`config.mk`:
```
export PLATFORM = sky130hd
export DESIGN_NAME = writeback
export DESIGN_NICKNAME = d
export VERILOG_FILES = /design/src/rtl/writeback.sv
export SDC_FILE = /design/constraint.sdc
export NUM_CORES = 2
export LEC_CHECK = 0
export BUFFER_PORTS_ARGS = -buffer_cell sky130_fd_sc_hd__buf_2
export CAP_MARGIN = 25
export CELL_PAD_IN_SITES_DETAIL_PLACEMENT = 1
export CELL_PAD_IN_SITES_GLOBAL_PLACEMENT = 1
export CORE_MARGIN = 8
export CORE_UTILIZATION = 31
export CTS_CLUSTER_SIZE = 16
export DETAILED_ROUTE_END_ITERATION = 7
export MAX_ROUTING_LAYER = met4
export PLACE_DENSITY_LB_ADDON = 0.3
export SLEW_MARGIN = 20
export SYNTH_ARGS = -nofsm -noshare
export SYNTH_HDL_FRONTEND = slang
export SYNTH_SLANG_ARGS = --single-unit
export TNS_END_PERCENT = 1
```
`constraint.sdc`:
```
create_clock -name clk -period 2.6 [get_ports clk]
set_input_delay 0.52 -clock clk [delete_from_list [all_inputs] [get_ports clk]]
set_output_delay 0.52 -clock clk [all_outputs]
set_load 0.02 [all_outputs]
```
`src/rtl/writeback.sv`:
```
// Writeback stage: owns the architectural register file, two async read ports and a retire counter.
// Optional macro WB_BYPASS_EN forwards the pending write onto the read ports.
module writeback #(
  parameter int unsigned WORD     = 32,
  parameter int unsigned W_RD     = 5,
  parameter int unsigned W_CNT    = 32,
  parameter int unsigned ZERO_REG = 1
) (
  input  logic             clk,
  input  logic             rst,
  input  logic             v_i,
  output logic             stall_o,
  input  logic [W_RD-1:0]  rd_num_i,
  input  logic             wb_i,
  input  logic [WORD-1:0]  rd_data_i,
  input  logic             hold_i,
  input  logic [W_RD-1:0]  rs_num_i,
  input  logic [W_RD-1:0]  rt_num_i,
  output logic [WORD-1:0]  rs_data_o,
  output logic [WORD-1:0]  rt_data_o,
  output logic [W_CNT-1:0] retired_o
);

  localparam int unsigned NREG = 1 << W_RD;

  logic             v_q;
  logic [W_RD-1:0]  rd_num_q;
  logic             wb_q;
  logic [WORD-1:0]  rd_data_q;
  logic [WORD-1:0]  regs_q [NREG];
  logic [W_CNT-1:0] retired_q;

  logic load, retire, rd_legal, we;
  logic rs_zero, rt_zero;
  logic [WORD-1:0] rs_base, rt_base;

  // An empty stage always accepts, even while held.
  assign load     = ~hold_i | ~v_q;
  assign retire   = v_q & ~hold_i;
  assign rd_legal = !((ZERO_REG != 0) && (rd_num_q == '0));
  assign we       = retire & wb_q & rd_legal;
  assign stall_o  = v_q & hold_i;

  always_ff @(posedge clk or negedge rst) begin
    if (!rst) begin
      v_q       <= 1'b0;
      rd_num_q  <= '0;
      wb_q      <= 1'b0;
      rd_data_q <= '0;
      retired_q <= '0;
      for (int unsigned i = 0; i < NREG; i++) begin
        regs_q[i] <= '0;
      end
    end else begin
      if (load) begin
        v_q       <= v_i;
        rd_num_q  <= rd_num_i;
        wb_q      <= wb_i;
        rd_data_q <= rd_data_i;
      end
      if (we) begin
        regs_q[rd_num_q] <= rd_data_q;
      end
      if (retire) begin
        retired_q <= retired_q + W_CNT'(1);
      end
    end
  end

  assign retired_o = retired_q;

  assign rs_zero = (ZERO_REG != 0) && (rs_num_i == '0);
  assign rt_zero = (ZERO_REG != 0) && (rt_num_i == '0);
  assign rs_base = rs_zero ? '0 : regs_q[rs_num_i];
  assign rt_base = rt_zero ? '0 : regs_q[rt_num_i];

`ifdef WB_BYPASS_EN
  logic pend;
  // Forward whatever sits in the stage, held or not, as long as it will really write.
  assign pend = v_q & wb_q & rd_legal;

  always_comb begin
    rs_data_o = rs_base;
    rt_data_o = rt_base;
    if (pend && (rs_num_i == rd_num_q)) rs_data_o = rd_data_q;
    if (pend && (rt_num_i == rd_num_q)) rt_data_o = rd_data_q;
  end
`else
  always_comb begin
    rs_data_o = rs_base;
    rt_data_o = rt_base;
  end
`endif

endmodule

```
Word level (Yosys, flattened, before mapping)
Index checks and enable logic that the tools add are counted.
{ "totals": {"register_bits": 1095, "out_inout_bits": 97} }
{ "op_classes": {"muxes": 11, "bitwise": 10, "n_reduce_logical": 5, "magnitude_cmp": 4, "addsub": 1} }
{ "op_table": {"columns": ["op", "n"], "rows": [
  ["$bwmux 1024", 1],
  ["$bmux 32 s5", 2],
  ["$mux 32", 7],
  ["$demux 32 s5", 1],
  ["$add 32x1->32 const B", 1],
  ["$ge 6x6->1 const B", 3],
  ["$not 5->6", 3],
  ["$logic_not 5->1", 3],
  ["$lt 6x1->1 const B", 1],
  ["$and 1x1->1", 4],
  ["$not 1->1", 2],
  ["$logic_and 1x1->1", 1],
  ["$logic_not 1->1", 1],
  ["$or 1x1->1", 1]
]} }

Depth between registers and ports, before layout
{ "logic_depth": {"depth_word": 6, "depth_mapped": 8, "mapped_depth_nobuf": 5} }

Worst setup path before layout
No wires, ideal clock.
{ "synth_timing": {"path_kind": "input to output", "from": "input rt_num_i[0]", "to": "output rt_data_o[10]", "slack_ps": -205, "n_path_buf": 4, "arrival_time_ps": 2285, "cell_stages": 7, "cell_sequence": "buf_2 > inv_1 > buf_4 > clkbuf_1 > clkbuf_1 > o2111ai_1 > a311oi_1"} }
{ "synth_via": {"elab_chain_cells": 5, "elab_cells_between_ends": 6, "cone_classes": "mux (4); bitwise (1); reduce/logical (1)"} }
{ "synth_lines": {"columns": ["item", "line_no", "rtl"], "rows": [
  ["start: declaration", "18", "input logic [W_RD-1:0] rt_num_i,"],
  ["$not 5->6 (not written as such)", "75", "assign rt_base = rt_zero ? '0 : regs_q[rt_num_i];"],
  ["$bmux 32 s5", "75", null],
  ["$mux 32 (not written as such) (2 in series)", "75", null],
  ["$mux 32 *", "75", null],
  ["end: declaration", "20", "output logic [WORD-1:0] rt_data_o,"]
]} }
Mark *: on every way between the ends. The rest lies on a longest branch, timed or not. The select of a mux whose other input is x is not followed.

Worst setup path after layout
{ "layout_timing": {"from": "input rt_num_i[1]", "to": "output rt_data_o[7]"} }
Same word-level chain as after synthesis.

==> results by group <==
Run status
  – Status: complete, but fails checks
  – Failing checks: negative setup slack

Clocking
  – CTS tree: done
  – Clock sink count: 1095
  – CTS Buf Count: 121
  – Root buf cell: clkbuf_16
  – CTS Buffer Depth: 3
  – Worst skew pair latency: 770 ps
  – H-tree depth: 3
  – Clock transition at path regs: 60 ps

Yosys
  – Synth top area share: around 48%
  – Post-synth EDFFs: 0
  – Syn nets: 3865
  – Asr flop ratio synth: between 90% and 100%
  – #FFs+latches synth: 1095
  – Gate Count Post-Synth: approximately 3800
  – Distinct cell type count after synthesis: 48
  – Seq/Total Area, Yosys: 47.93%
  – Main synth FF type: dfrtp_1
  – Main area contributors after synthesis: dfrtp_1, mux2_2, mux4_2
  – Mean post-synth cell area: between 10 and 15 um^2
  – Cell Area, Synth: 0.05717 mm^2
  – Largest area contributor in the netlist: dfrtp_1
  – Ys Warns: 0

Die
  – Width of the die: around 450 um
  – Row count: between 150 and 200
  – Starting Density: about 31%
  – Die ar.: 0.1984 mm^2
  – Die height: around 450 um
  – Core area: roughly 0.18 mm^2
  – Ports: about 150

STA
  – Hold Fails Final Rpt: 0
  – Final clock skew: 50.67 ps
  – Period minus WS final: around 3200 ps
  – Fin worst setup slack: -594.5 ps
  – Slew @ Worst Pin: ~1100 ps
  – Fin Setup TNS: -25140 ps
  – WHS: about 60 ps
  – Unrepaired setup endpoints after global routing: true
  – Max_slew headroom: slightly below 30%
  – Slew Limit Fails: 0
  – Final Cycle Share: 122.9%
  – Setup violators final: 64
  – Fmax: roughly 310 MHz

Job
  – Max cap viols: 0

Final layout
  – Final Net Count: about 4300
  – Fillcell total: about 18000
  – Layout Cells excl Fill: roughly 6800
  – Seq. cell area: ~0.027 mm^2
  – Area Overhead vs Synth: 25.54%
  – Most common cell after layout, fill and taps aside: dfrtp_1
  – Most frequent cells in the layout: dfrtp_1, mux2_2, mux4_2
  – Area of the multi-input gates: between 0.02 and 0.03 mm^2
  – Layout cell share with drive strength beyond 1: between 50% and 60%

Critical path
  – Crit path buf inv count: 6
  – CP max-delay cell: a311oi_1
  – Crit end category: output port
  – Max Fanout on Critical Path: 16
  – CP delay by family, top: buffers and inverters
  – Crit-path max cell delay: roughly 370 ps
  – Req. time, crit path: 2080 ps
  – Crit path DAT: ~2700 ps
  – Worst-path cell chain: buf_16, buf_12, nor2b_4, buf_12, buf_4, a221oi_1, o21ai_0, a311oi_1, buf_4, buf_2
  – Kind of critical path: primary input to output port
  – Startpoint types: primary input

Routing
  – Post-DRT Antenna Nets: 0
  – Drt wl/cell: 32.09 um
  – Via count: approximately 39000
  – DR vias/cell: around 5.7
  – Post-route DRC: 0
  – Iter 0 DRT Violations: ~2700
  – WL final: roughly 220000 um
  – Pre-antenna DRT Iters: 5

Global route
  – Grt ovf: 0
  – Global-route wire length before repair: 316300 um
  – Initial antenna violation count: 3
  – Largest net degree at the start of global routing: 129
  – Total GRT Usage: between 20% and 30%
  – Vias in the first global route: slightly above 40000

Pwr
  – Total power: approximately 52000 uW
  – VDD IR max: ~0.58 mV
  – Leakage: about 0.032 uW
  – Power per cell area: between 700 and 800 mW/mm^2

Worst hold path
  – Worst hold-check path type: primary input to register

Placed design
  – PortBufs: about 150
  – Placed insts: 6510
  – GPL Wtd Cong: 0.8380
  – Pre-CTS setup slack: -1270 ps
  – Final HPWL DP: 145000 um
## where the power goes
part | switching, uW | total, uW | internal, uW
clock | 7540 | 18500 | 10900
combinational | 4590 | 10700 | 6140
sequential | 2480 | 22400 | 19900
## cell families (layout without fill, tap and decap cells)
| kind of cell | count (synthesis) | in the layout | synth area share (%) |
|---|---|---|---|
| multiplexers | 1703 | 1703 | 41.95 |
| AND/OR/NAND/NOR | 221 | 221 | 2.033 |
| other | 0 | 4 | 0 |
| adder cells (fa/ha/maj) | 1 | 1 | 0.02188 |
| XOR/XNOR | 31 | 31 | 0.4749 |
| flip-flops | 1095 | 1095 | 47.93 |
| AO/OA/AOI/OAI | 320 | 320 | 4.202 |
| buffers and inverters | 441 | 959 | 3.384 |
## final timing paths
check,startpoint,end,slack (ps),depth (start not counted)
max,rt_num_i[1],rt_data_o[7],-590,10
min,wb_i,wb_q,60,2
max reg2reg,rd_num_q[0],regs_q[65],210,5
min reg2reg,regs_q[1000],regs_q[1000],390,0
max in group asynchronous,rst,regs_q[229],1250,3
min in group asynchronous,rst,regs_q[1020],240,2
## layer usage
| layer | GRT usage, % | routed length, um | vias up |
|---|---|---|---|
| li1 | - | - | 15609 |
| met1 | 28.28 | 91150 | 21359 |
| met2 | 35.83 | 105100 | 1154 |
| met3 | 2.696 | 9527 | 504 |
| met4 | 10.58 | 12360 | 0 |
| met5 | - | 0 | - |
## area by class of cell
cell class	count	area share (%)
clock buffers	175	5.049
inverters	6	0.03836
well taps	2464	4.296
clock inverters	49	0.8857
repair buffers	729	11.00
multi-input cells	2276	40.53
flip-flops and latches	1095	38.18
diodes	4	0.01395
## metrics by stage
stage                     cell area, um^2  utilization (%)
after floorplan                     57280                -
after global placement              65610            35.83
after detailed placement            65710            35.89
after CTS                           71260            38.92
after global routing                71760            39.20
final                               71770            39.20
## repair_timing
item                                    4_1_cts  5_1_grt
buffers inserted                             19        0
cloned                                        0        0
hold endpoints to repair                    105        0
hold buffers                                 36        0
pin swaps                                    43       21
gates resized for setup                     209       75
endpoints found under the setup margin       64       64
## cells in the mapped netlist (41+ instances only)
master,number
o21ai_0,60
a22oi_1,64
dfrtp_1,1095
nand2_1,83
clkbuf_1,229
mux4_2,448
nor2b_1,41
mux2_1,76
mux2_2,987
buf_2,175
mux2i_1,192
## state kept, by name (all words and copies together), names as in the netlist
register,flops
regs_q,1024
rd_data_q,32
retired_o,32
rd_num_q,5
v_q,1
wb_q,1
(Power assumes the default switching activity.)
